===== config.mk =====
export PLATFORM = sky130hd
export DESIGN_NAME = alu_sequencer_flat
export DESIGN_NICKNAME = d
export VERILOG_FILES = /design/src/rtl/alu_seq_if.sv /design/src/rtl/alu_sequencer.sv /design/src/flat_wrapper.sv
export SDC_FILE = /design/constraint.sdc
export NUM_CORES = 1
export LEC_CHECK = 0
export BUFFER_PORTS_ARGS = -buffer_cell sky130_fd_sc_hd__buf_2
export CORE_MARGIN = 5
export CORE_UTILIZATION = 40
export DETAILED_ROUTE_END_ITERATION = 6
export GPL_TIMING_DRIVEN = 0
export PLACE_DENSITY = 0.75
export SLEW_MARGIN = 15
export SYNTH_ARGS = -nofsm -noshare
export SYNTH_HDL_FRONTEND = slang
export SYNTH_SLANG_ARGS = --single-unit

===== constraint.sdc =====
create_clock -name clk -period 3.5 [get_ports clk]
set_clock_uncertainty 0.15 [all_clocks]
set_input_delay 0.35 -clock clk [delete_from_list [all_inputs] [get_ports clk]]
set_output_delay 0.35 -clock clk [all_outputs]
set_load 0.05 [all_outputs]

===== src/rtl/alu_seq_if.sv =====
// alu_seq_if: decoder/register-file/ALU bundle around the ALU issue sequencer
// slave modport: the sequencer (takes instructions, drives rf write and alu_* inputs)
// master modport: the surrounding core (decoder, register file, ALU)
interface alu_seq_if;
  logic        instr_valid;
  logic [15:0] instr;
  logic        instr_ready;
  logic [3:0]  rf_rd_addr;
  logic [3:0]  rf_rr_addr;
  logic [7:0]  rf_rd_data;
  logic [7:0]  rf_rr_data;
  logic        rf_we;
  logic [3:0]  rf_waddr;
  logic [7:0]  rf_wdata;
  logic [7:0]  alu_opcode;
  logic [7:0]  alu_data_rd;
  logic [7:0]  alu_data_rr;
  logic        alu_ci;
  logic [15:0] alu_data_o;
  logic        alu_co;
  logic        alu_zo;
  logic        alu_no;
  logic        flag_c;
  logic        flag_z;
  logic        flag_n;
  logic        op_done;
  logic        illegal_op;
  logic [15:0] op_count;
  modport slave (
    input  instr_valid, instr, rf_rd_data, rf_rr_data, alu_data_o, alu_co, alu_zo, alu_no,
    output instr_ready, rf_rd_addr, rf_rr_addr, rf_we, rf_waddr, rf_wdata,
           alu_opcode, alu_data_rd, alu_data_rr, alu_ci, flag_c, flag_z, flag_n,
           op_done, illegal_op, op_count
  );
  modport master (
    output instr_valid, instr, rf_rd_data, rf_rr_data, alu_data_o, alu_co, alu_zo, alu_no,
    input  instr_ready, rf_rd_addr, rf_rr_addr, rf_we, rf_waddr, rf_wdata,
           alu_opcode, alu_data_rd, alu_data_rr, alu_ci, flag_c, flag_z, flag_n,
           op_done, illegal_op, op_count
  );
endinterface


===== src/rtl/alu_sequencer.sv =====
// alu_sequencer: issues one ALU instruction, waits ALU_LAT cycles, writes back result and C/Z/N flags
// Ports: clk, rst (async, active high), bus (alu_seq_if.slave: instruction handshake,
//   register-file read/write, registered ALU inputs, ALU results, status flags, op_done, illegal_op, op_count)
// Optional: define ALU_SEQ_PERF_EN to build the legal-issue counter on op_count (tied to 0 otherwise)
module alu_sequencer #(
  parameter int ALU_LAT = 2,
  parameter int NREGS   = 16
) (
  input logic       clk,
  input logic       rst,
  alu_seq_if.slave  bus
);
  localparam int RW = $clog2(NREGS);
  localparam int CW = ALU_LAT > 1 ? $clog2(ALU_LAT) : 1;
  localparam logic [CW-1:0] LAST = CW'(ALU_LAT - 1);
  typedef enum logic [1:0] {IDLE, EXEC, WB_LO, WB_HI} state_t;
  state_t        state;
  logic [RW-1:0] rd;
  logic [CW-1:0] cnt;
  logic [7:0]    op;
  logic          legal;
  logic          mult;
  assign op    = bus.instr[15:8];
  assign legal = !op[7] || op[7:4] == 4'h8 || (op[7:4] == 4'h9 && op[1:0] == 2'b00);
  assign mult  = bus.alu_opcode[7:4] == 4'h3;
  assign bus.instr_ready = state == IDLE;
  assign bus.rf_rd_addr  = bus.instr[7:4];
  assign bus.rf_rr_addr  = bus.instr[3:0];
  assign bus.rf_we       = state == WB_LO || state == WB_HI;
  // the high byte of a MULT lands in the next register, wrapping at the top of the file
  assign bus.rf_waddr    = state == WB_HI ? rd + 1'b1 : rd;
  assign bus.rf_wdata    = state == WB_HI ? bus.alu_data_o[15:8] : bus.alu_data_o[7:0];
  assign bus.op_done     = state == WB_HI || (state == WB_LO && !mult);
  always_ff @(posedge clk or posedge rst) begin
    if (rst) begin
      state           <= IDLE;
      rd              <= '0;
      cnt             <= '0;
      bus.alu_opcode  <= '0;
      bus.alu_data_rd <= '0;
      bus.alu_data_rr <= '0;
      bus.alu_ci      <= 1'b0;
      bus.flag_c      <= 1'b0;
      bus.flag_z      <= 1'b0;
      bus.flag_n      <= 1'b0;
      bus.illegal_op  <= 1'b0;
    end else begin
      bus.illegal_op <= 1'b0;
      case (state)
        IDLE: if (bus.instr_valid) begin
          if (legal) begin
            bus.alu_opcode  <= op;
            bus.alu_data_rd <= bus.rf_rd_data;
            bus.alu_data_rr <= bus.rf_rr_data;
            bus.alu_ci      <= bus.flag_c;
            rd              <= bus.instr[7:4];
            cnt             <= '0;
            state           <= EXEC;
          end else begin
            bus.illegal_op <= 1'b1;
          end
        end
        EXEC: begin
          cnt   <= cnt + 1'b1;
          state <= cnt == LAST ? WB_LO : EXEC;
        end
        WB_LO: begin
          bus.flag_c <= bus.alu_co;
          bus.flag_z <= bus.alu_zo;
          bus.flag_n <= bus.alu_no;
          state      <= mult ? WB_HI : IDLE;
        end
        default: state <= IDLE;
      endcase
    end
  end
`ifdef ALU_SEQ_PERF_EN
  always_ff @(posedge clk or posedge rst) begin
    if (rst) bus.op_count <= '0;
    else if (state == IDLE && bus.instr_valid && legal) bus.op_count <= bus.op_count + 1'b1;
  end
`else
  assign bus.op_count = '0;
`endif
endmodule

===== src/flat_wrapper.sv =====
// flat-port wrapper written by rule: the top's interface ports become plain ports
module alu_sequencer_flat 
#(
  parameter int ALU_LAT = 2,
  parameter int NREGS   = 16
)
  (clk, rst, bus_instr_valid, bus_instr, bus_rf_rd_data, bus_rf_rr_data, bus_alu_data_o, bus_alu_co, bus_alu_zo, bus_alu_no, bus_instr_ready, bus_rf_rd_addr, bus_rf_rr_addr, bus_rf_we, bus_rf_waddr, bus_rf_wdata, bus_alu_opcode, bus_alu_data_rd, bus_alu_data_rr, bus_alu_ci, bus_flag_c, bus_flag_z, bus_flag_n, bus_op_done, bus_illegal_op, bus_op_count);
  alu_seq_if bus_i ();
  input logic clk;
  input logic rst;
  input wire logic [$bits(bus_i.instr_valid)-1:0] bus_instr_valid;
  input wire logic [$bits(bus_i.instr)-1:0] bus_instr;
  input wire logic [$bits(bus_i.rf_rd_data)-1:0] bus_rf_rd_data;
  input wire logic [$bits(bus_i.rf_rr_data)-1:0] bus_rf_rr_data;
  input wire logic [$bits(bus_i.alu_data_o)-1:0] bus_alu_data_o;
  input wire logic [$bits(bus_i.alu_co)-1:0] bus_alu_co;
  input wire logic [$bits(bus_i.alu_zo)-1:0] bus_alu_zo;
  input wire logic [$bits(bus_i.alu_no)-1:0] bus_alu_no;
  output wire logic [$bits(bus_i.instr_ready)-1:0] bus_instr_ready;
  output wire logic [$bits(bus_i.rf_rd_addr)-1:0] bus_rf_rd_addr;
  output wire logic [$bits(bus_i.rf_rr_addr)-1:0] bus_rf_rr_addr;
  output wire logic [$bits(bus_i.rf_we)-1:0] bus_rf_we;
  output wire logic [$bits(bus_i.rf_waddr)-1:0] bus_rf_waddr;
  output wire logic [$bits(bus_i.rf_wdata)-1:0] bus_rf_wdata;
  output wire logic [$bits(bus_i.alu_opcode)-1:0] bus_alu_opcode;
  output wire logic [$bits(bus_i.alu_data_rd)-1:0] bus_alu_data_rd;
  output wire logic [$bits(bus_i.alu_data_rr)-1:0] bus_alu_data_rr;
  output wire logic [$bits(bus_i.alu_ci)-1:0] bus_alu_ci;
  output wire logic [$bits(bus_i.flag_c)-1:0] bus_flag_c;
  output wire logic [$bits(bus_i.flag_z)-1:0] bus_flag_z;
  output wire logic [$bits(bus_i.flag_n)-1:0] bus_flag_n;
  output wire logic [$bits(bus_i.op_done)-1:0] bus_op_done;
  output wire logic [$bits(bus_i.illegal_op)-1:0] bus_illegal_op;
  output wire logic [$bits(bus_i.op_count)-1:0] bus_op_count;
  assign bus_i.instr_valid = bus_instr_valid;
  assign bus_i.instr = bus_instr;
  assign bus_i.rf_rd_data = bus_rf_rd_data;
  assign bus_i.rf_rr_data = bus_rf_rr_data;
  assign bus_i.alu_data_o = bus_alu_data_o;
  assign bus_i.alu_co = bus_alu_co;
  assign bus_i.alu_zo = bus_alu_zo;
  assign bus_i.alu_no = bus_alu_no;
  assign bus_instr_ready = bus_i.instr_ready;
  assign bus_rf_rd_addr = bus_i.rf_rd_addr;
  assign bus_rf_rr_addr = bus_i.rf_rr_addr;
  assign bus_rf_we = bus_i.rf_we;
  assign bus_rf_waddr = bus_i.rf_waddr;
  assign bus_rf_wdata = bus_i.rf_wdata;
  assign bus_alu_opcode = bus_i.alu_opcode;
  assign bus_alu_data_rd = bus_i.alu_data_rd;
  assign bus_alu_data_rr = bus_i.alu_data_rr;
  assign bus_alu_ci = bus_i.alu_ci;
  assign bus_flag_c = bus_i.flag_c;
  assign bus_flag_z = bus_i.flag_z;
  assign bus_flag_n = bus_i.flag_n;
  assign bus_op_done = bus_i.op_done;
  assign bus_illegal_op = bus_i.illegal_op;
  assign bus_op_count = bus_i.op_count;
  alu_sequencer #(.ALU_LAT(ALU_LAT), .NREGS(NREGS)) u_core (.clk(clk), .rst(rst), .bus(bus_i));
endmodule

==> metrics, run 1 <==
status=completed; clock latency on the worst-skew pair=280 ps; vias in the first global route=around 1400; nets=between 300 and 400; Slew Limit Fails=0; largest net degree at the start of global routing=37; Worst setup EP type=output pin; min Tclk post-route=2170 ps; DP Cell Count=305; fin crit share=0.619; Detail Route Antenna Nets=0; CTS HTree Levels=2; Slew @ Worst Pin=732 ps; Max VDD drop=between 0.0005 and 0.0006 V; worst hold path type=in2async; clk buf depth=2; Yosys top cell area share=0.478; leading post-synthesis cells by cell area=dfrtp_1 (48%), mux2_4 (23%), buf_4 (9.6%); routed via count=between 1000 and 1500; XOR/XNOR Fraction of Synth Area=0.0139; largest family of logic cells by synthesized area=multiplexers; CTS resizes=0; Initial DRC Count=29; worst-path fanout max=10; synthesized area=between 1500 and 2000 um^2; commonest non-fill, non-tap cell in the layout=buf_2; Post-CTS Setup Bufs=0; sink count of the clock tree=36; Mapped Cells=approximately 140; GRT Overall Usage=0.137; share of post-route cells with drive strength above 1=0.695; worst r2r src=u_core.state[0]; GR Util met3=0.0562; GR Layer Usage met1=0.151; sequential share of the synthesized area=0.478; Power Total=2720 uW; IO Count=approximately 120; Port Buffers=101; Fin. Hold Viols=0; RSZ-0062 raised after global routing=no; final wirelength=just over 4 mm; Synth cell types=28; total clock buffers created by CTS=5; Arrival @ worst endpoint=between 1500 and 2000 ps; gpl congestion=0.747; setup TNS=0 ps; Worst Setup Start Kind=flop; Starting Density=0.404; Worst slew margin=0.511; clk slew on worst S/H paths=roughly 70 ps; FMAX=461 MHz; Die ar.=between 6000 and 7000 um^2; Final Setup Violations=0; Worst Setup SP=u_core.state[1]; diode count=0; pre-CTS WS=1620 ps; Wirelength per Cell=13.1 um; CP Class=reg2out; DRT Pass-1 Iters=4; Layout area overhead=38.2%; number of placement rows=25; initial antenna violation count=0; die width=approximately 79 um; Simple-Gate Fraction of Synth Area=0.0325; post-synthesis register bit count=36; total gr overflow=0; Yosys warning count=0; final std cells w/o fill=about 310; root buf cell=clkbuf_8; core area=around 4700 um^2; DP Wirelength=approximately 3.3 mm; CTS tree=done; busiest grt layer=met2; post-placement cell area=~2500 um^2; Worst EP required=3000 ps; mux share of post-synthesis cell area=0.303; most frequent cells in the layout=buf_2 (102), dfrtp_1 (36), mux2_4 (29); # DRC=0; Compound-Gate Fraction of Synth Area=0.0319; slack of the worst reg-to-reg path=roughly 1900 ps; syn_area_per_cell=14.0 um^2; Cell Pwr Density=between 1000 and 1500 nW/um^2; GRT met2 Usage=0.241; Max-Cap Viols=0; synthesized-area fraction occupied by adder cells=0.00664; fin area=roughly 2600 um^2; first-pass GRT wire length=~6.6 mm; die height=around 80 um; P_leak=between 0.001 and 0.0015 uW; hold-fix buffers at CTS=0; routed vias/inst=roughly 4.4; post-synth top area cell=dfrtp_1; final setup margin=about 1300 ps
## registers in the layout (all words and copies together) (netlist names)
| register | cells |
|---|---|
| u_core.state | 2 |
| u_core.bus.alu_ci | 1 |
| u_core.bus.alu_opcode | 8 |
| u_core.bus.alu_data_rd | 8 |
| u_core.bus.flag_z | 1 |
| u_core.bus.flag_n | 1 |
| u_core.bus.alu_data_rr | 8 |
| u_core.bus.flag_c | 1 |
| u_core.rd | 4 |
| u_core.cnt | 1 |
| u_core.bus.illegal_op | 1 |
## critical path, stage by stage, from the launching register on
cell and delay, ps:
dfrtp_1 370, buf_6 140, nand2_1 80, buf_2 240, mux2_2 350, buf_2 210
## cell type report
type	instances	area, um^2
clock buffer	8	90.1
multi-input combinational	80	791
buffer	30	234
timing repair buffer	101	505
tap	54	67.6
inverter	4	15.0
sequential	36	901
fill	415	2060
## routing by layer
layer,wire length [um],vias up
li1,-,673
met1,1560,632
met2,2060,70
met3,466,2
met4,26,0
met5,0,-
## cells by family after synthesis
family,after synthesis
DFF,36
muxes,41
buffers and inverters,34
xor gates and xnor gates,3
and+or+nand+nor,11
AOI/OAI and AO/OA,8
adders and majority gates,1
other,1
## synthesized netlist by cell type, drive strengths merged
cell type  count
a211o          1
a21oi          1
a311oi         1
a41oi          1
buf           29
clkbuf         1
conb           1
dfrtp         36
ha             1
inv            4
mux2          41
nand2          2
nand3          2
nand4          2
nor2           3
nor2b          1
nor3           1
o211ai         1
o21ai          1
o311ai         1
o31ai          1
xnor2          2
xor2           1
## power by group
part	leakage [uW]	internal [uW]	switching (uW)	total [uW]
clock	0.0000455	160	135	296
sequential	0.000430	623	135	758
combinational	0.000992	540	1120	1660
total	0.00147	1320	1390	2720
## worst paths after layout
kind	to	depth (start not counted)
setup / recovery	bus_rf_wdata[3]	5
hold / removal	u_core.bus.alu_data_rd[4]	2
setup reg to reg	u_core.bus.alu_data_rd[0]	4
hold reg to reg	u_core.bus.flag_n	1
max in group asynchronous	u_core.state[1]	2
min in group clk	u_core.bus.alu_data_rr[4]	2
## per-stage QoR
stage | util | hold WS [ps]
floorplan | - | 310
global placement | 0.539 | 336
detailed placement | 0.539 | 337
CTS | 0.559 | 73.9
global route | 0.559 | 131
finish | 0.559 | 43.0
Power figures use the tool's default switching activity.
==> run 2: changes to the inputs <==
CORE_UTILIZATION = 38   (was 40)
clock period = 1.74 ns   (was 3.5 ns; I/O delays follow)
==> metrics, run 2 (synthesis gave the netlist of run 1 again) <==
share of post-route cells with drive strength above 1=0.662 (was 0.695); CTS HTree Levels=2 (unchanged); die width=80.4 um (was 78.6 um); die height=80.4 um (was 78.6 um); routed via count=1590 (was 1377); Max VDD drop=0.000961 V (was 0.000584 V); nets=353 (was 313); Arrival @ worst endpoint=1410 ps (was 1670 ps); root buf cell=clkbuf_8 (unchanged); RSZ-0062 raised after global routing=yes (was no); utilization after layout=0.681 (was 0.559); core area=4750 um^2 (was 4660 um^2); Slew Limit Fails=0 (unchanged); Crit path largest cell delay=410 ps (was 370 ps); Final Setup Violations=0 (unchanged); FMAX=around 580 MHz; Worst Setup Start Kind=flop (unchanged); worst path bufs/invs=1 (was 3); initial antenna violation count=0 (unchanged); Filler cells=356 (was 415); Setup crit end=bus_rf_waddr[1] (was bus_rf_wdata[3]); Register Area=902 um^2 (was 901 um^2); Initial DRC Count=63 (was 29); post-placement cell area=2560 um^2 (was 2510 um^2); number of placement rows=25 (unchanged); status=completed (unchanged); IO Count=122 (unchanged); clock latency on the worst-skew pair=290 ps (was 280 ps); routed vias/inst=4.34 (was 4.40); Layout area overhead=71.8% (was 38.2%); fin crit share=0.998; worst hold slack=103 ps (was 43.0 ps); Detail Route Antenna Nets=0 (unchanged); CTS tree=done (unchanged); GRT Overall Usage=0.165 (was 0.137); largest net degree at the start of global routing=37 (unchanged); multi-input logic area=886 um^2 (was 791 um^2); total gr overflow=0 (unchanged); Stages on worst setup path=3 (was 5); most frequent cells in the layout=buf_2 (87), mux2_4 (37), dfrtp_1 (35) (was buf_2 (102), dfrtp_1 (36), mux2_4 (29)); CP Class=reg2out (unchanged); Worst slew margin=0.505 (was 0.511); P_leak=0.00176 uW (was 0.00147 uW); final std cells w/o fill=366 (was 313); vias in the first global route=1742 (was 1417); CP Cell Sequence=ha_1 -> mux2_4 -> buf_8 (was buf_6 -> nand2_1 -> buf_2 -> mux2_2 -> buf_2); Wirelength per Cell=14.3 um (was 13.1 um); commonest non-fill, non-tap cell in the layout=buf_2 (unchanged); Cell Pwr Density=1830 nW/um^2 (was 1040 nW/um^2); HP Start=bus_instr[14]; sink count of the clock tree=36 (unchanged); Largest regs=u_core.bus.alu_data_rd: 8 flops, u_core.bus.alu_data_rr: 8 flops, u_core.bus.alu_opcode: 8 flops (unchanged); clk slew on worst S/H paths=70 ps (about the same); FF-to-FF path depth=5 (was 4); critical path's top delay family=flip-flops (was buffers and inverters); worst r2r src=u_core.state[0] (unchanged); Worst setup EP type=output pin (unchanged); # DRC=0 (unchanged); Max-Cap Viols=0 (unchanged); fin area=3240 um^2 (was 2600 um^2); clk buf depth=2 (unchanged); gpl congestion=0.737 (was 0.747); DRT Pass-1 Iters=4 (unchanged); Worst EP required=1420 ps (was 3000 ps); worst hold path type=in2reg (was in2async); Port Buffers=101 (unchanged); DP Cell Count=318 (was 305); Die ar.=6470 um^2 (was 6180 um^2); total clock buffers created by CTS=5 (unchanged); RR Endpoint=u_core.bus.alu_data_rr[4] (was u_core.bus.alu_data_rd[0]); min Tclk post-route=roughly 1700 ps; final wirelength=5.23 mm (was 4.11 mm); DP Wirelength=3.29 mm (about the same); diode count=0 (unchanged); Slew @ Worst Pin=742 ps (was 732 ps); Fin. Hold Viols=0 (unchanged); first-pass GRT wire length=8.09 mm (was 6.63 mm); setup TNS=0 ps (unchanged); Slowest-stage cell, CP=dfrtp_1 (unchanged); Starting Density=0.396 (was 0.404); slack of the worst reg-to-reg path=30 ps (was 1900 ps); Worst Setup SP=u_core.rd[1] (was u_core.state[1]); worst-path fanout max=4 (was 10)
## run 2: where the power goes
part,total (uW),internal (uW),switching (uW)
Combinational,3820,1420,2400
Sequential,1530,1250,276
Clock,574,279,295
Total,5930,2950,2980
## run 2: through the flow
stage / worst slack (ps) / power, uW
global route: -43.3 / 6230
floorplan: 12.0 / 4270
global placement: 16.1 / 4920
detailed placement: -3.78 / 4970
CTS: -25.9 / 5870
finish: 3.69 / 5930
## run 2: worst min-delay path, stage by stage
cell,delay [ps]
buf_2,90
o21ai_2,80
a21oi_1,140
## run 2: final cells by class
class,count,share of cell area
timing repair buffer,142,0.316
sequential,36,0.279
multi-input combinational,80,0.274
buffer,29,0.0742
tap,67,0.0259
clock buffer,5,0.0213
clock inverter,3,0.00580
inverter,4,0.00464
## run 2: what timing repair did
action	in CTS	in global routing
endpoints found under the setup margin	12	45
hold buffers	33	0
gates cloned	1	1
hold endpoints to repair	68	0
buffers inserted	6	2
gates resized for setup	44	10
pin swaps	1	2
## run 2: worst min-delay path by stage
| stage | end | cells after the start |
|---|---|---|
| floorplan | u_core.bus.illegal_op | 2 |
| global placement | u_core.bus.alu_data_rd[6] | 2 |
| detailed placement | u_core.bus.alu_data_rd[5] | 2 |
| CTS | u_core.bus.illegal_op | 3 |
| global route | u_core.bus.illegal_op | 3 |
| finish | u_core.bus.illegal_op | 3 |
## run 2: layer usage
metal	track usage	wire (um)	up-vias	share of wire
met2	0.291	2830	76	0.54
met3	0.0392	356	12	0.068
met1	0.181	1910	750	0.37
met4	0.0845	127	0	0.024
met5	0	0	-	0
li1	-	-	752	-
==> run 3: changes to the inputs <==
SETUP_SLACK_MARGIN = 0.2   (was unset)
==> metrics, run 3 (synthesis gave the netlist of run 1 again) <==
fin area=3350 um^2 (was 3240 um^2); Layout area overhead=77.8% (was 71.8%); Wirelength per Cell=14.5 um (was 14.3 um); P_sw=3030 uW (was 2980 uW); Internal=3220 uW (was 2950 uW); CTS HTree Levels=2 (unchanged); Max VDD drop=0.00106 V (was 0.000961 V); Filler cells=347 (was 356); Die ar.=6470 um^2 (unchanged); root buf cell=clkbuf_8 (unchanged); final wirelength=5.35 mm (was 5.23 mm); CP Class=reg2out (unchanged); Max-Cap Viols=0 (unchanged); Worst EP required=1420 ps (about the same); total clock buffers created by CTS=5 (unchanged); most frequent cells in the layout=buf_2 (87), mux2_4 (38), dfrtp_1 (35) (was buf_2 (87), mux2_4 (37), dfrtp_1 (35)); CTS tree=done (unchanged); vias in the first global route=1766 (was 1742); Arrival @ worst endpoint=1460 ps (was 1410 ps); Net Sw Frac=0.485 (was 0.502); die width=80.4 um (unchanged); commonest non-fill, non-tap cell in the layout=buf_2 (unchanged); worst hold path type=in2reg (unchanged); diode count=0 (unchanged); min Tclk post-route=1790 ps (was 1740 ps); Port Buffers=101 (unchanged); total gr overflow=0 (unchanged); FMAX=559 MHz (was 576 MHz); share of post-route cells with drive strength above 1=0.659 (was 0.662); final setup margin=-47.6 ps (was 3.69 ps); clk slew on worst S/H paths=80 ps (was 70 ps); post-placement cell area=2650 um^2 (was 2560 um^2); clock latency on the worst-skew pair=290 ps (about the same); Slew Limit Fails=0 (unchanged); Power Total=6250 uW (was 5930 uW); routed via count=1594 (was 1590); Seq pwr share=0.251 (was 0.258); gpl congestion=0.682 (was 0.737); # DRC=0 (unchanged); status=finished, violations left (was completed); Largest regs=u_core.bus.alu_data_rd: 8 flops, u_core.bus.alu_data_rr: 8 flops, u_core.bus.alu_opcode: 8 flops (unchanged); Initial DRC Count=70 (was 63); number of placement rows=25 (unchanged); DP Wirelength=3.78 mm (was 3.29 mm); RSZ-0062 raised after global routing=yes (unchanged); Worst setup EP type=output pin (unchanged); P_leak=0.00181 uW (was 0.00176 uW); routed vias/inst=4.32 (was 4.34); combinational power share=0.633 (was 0.645); Cell Pwr Density=1860 nW/um^2 (was 1830 nW/um^2); core area=4750 um^2 (unchanged); IO Count=122 (unchanged); initial antenna violation count=0 (unchanged); Starting Density=0.396 (unchanged); largest net degree at the start of global routing=27 (was 37); first-pass GRT wire length=8.33 mm (was 8.09 mm); DRT Pass-1 Iters=2 (was 4); sink count of the clock tree=36 (unchanged); die height=80.4 um (unchanged); Fin. Hold Viols=0 (unchanged); GRT Overall Usage=0.167 (was 0.165); worst-path fanout max=5 (was 4); Worst Setup Start Kind=flop (unchanged); setup TNS=-433 ps (was 0 ps); worst hold slack=8.11 ps (was 103 ps); Detail Route Antenna Nets=0 (unchanged); clk buf depth=2 (unchanged); nets=356 (was 353); failing checks=negative setup slack; Final Setup Violations=21 (was 0); clock share of power=0.115 (was 0.097); fin crit share=1.03 (was 0.998)
[run 3: cell types whose count changed in the layout (fill, tap and decap cells not counted), moves of 2 or more]
cell	change
buf_8	-4
buf_6	+7
buf_12	+3
buf_4	-2
[run 3: metal layers]
metal	track usage	wire (um)	vias to the layer above	share of wire
met5	0	0	-	0
met4	0.0405	46	0	0.0086
met3	0.0482	490	6	0.092
met2	0.331	2950	76	0.55
met1	0.169	1860	755	0.35
li1	-	-	757	-
[run 3: cell type report]
class | count | area [um^2] | area share
inverter | 4 | 15.0 | 0.00448
multi-input combinational | 80 | 903 | 0.270
buffer | 30 | 260 | 0.0777
sequential | 36 | 902 | 0.269
timing repair buffer | 144 | 1080 | 0.322
clock inverter | 2 | 35.0 | 0.0105
tap | 67 | 83.8 | 0.0250
clock buffer | 6 | 72.6 | 0.0217
[run 3: path summary, 6_finish.rpt]
| kind | startpoint | end | slack [ps] | cells past startpoint |
|---|---|---|---|---|
| min reg2reg | u_core.bus.alu_data_rd[3] | u_core.bus.alu_data_rd[3] | 360 | 1 |
| min | bus_instr[9] | u_core.bus.alu_opcode[1] | 8 | 2 |
| max in group asynchronous | rst | u_core.bus.alu_opcode[0] | 780 | 4 |
| min in group asynchronous | rst | u_core.bus.alu_data_rr[2] | 250 | 3 |
| max reg2reg | u_core.state[1] | u_core.bus.alu_opcode[6] | -10 | 6 |
| max | u_core.state[0] | bus_rf_wdata[3] | -50 | 4 |
[run 3: per-stage QoR]
step	worst slack, ps	cells	utilization
after floorplan	21.5	150	-
after CTS	-61.4	366	0.692
after detailed placement	48.5	319	0.556
after global placement	60.3	318	0.552
after global routing	-92.0	369	0.704
final	-47.6	369	0.704
[run 3: timing repair]
| action | CTS | global route |
|---|---|---|
| hold endpoints to repair | 67 | 0 |
| gates cloned | 1 | 1 |
| setup endpoints to repair | 43 | 48 |
| hold buffers | 32 | 0 |
| buffers inserted | 6 | 2 |
| pin swaps | 0 | 5 |
| resized for setup | 43 | 5 |
[run 3: worst max-delay path, stage by stage, from the launching register on]
cell and delay (ps):
dfrtp_2 470, nand2_8 110, buf_8 130, mux2_4 310, buf_8 150
[run 3: power groups by stage]
| stage | logic [uW] | clock network, uW | registers (uW) |
|---|---|---|---|
| 2_1_floorplan | 1600 | 0 | 2730 |
| 4_1_cts | 3880 | 727 | 1560 |
| 5_1_grt | 4140 | 771 | 1620 |
| 6_report | 3960 | 720 | 1570 |
| 3_5_place_dp | 3490 | 0 | 1570 |
| 3_3_place_gp | 3430 | 0 | 1550 |
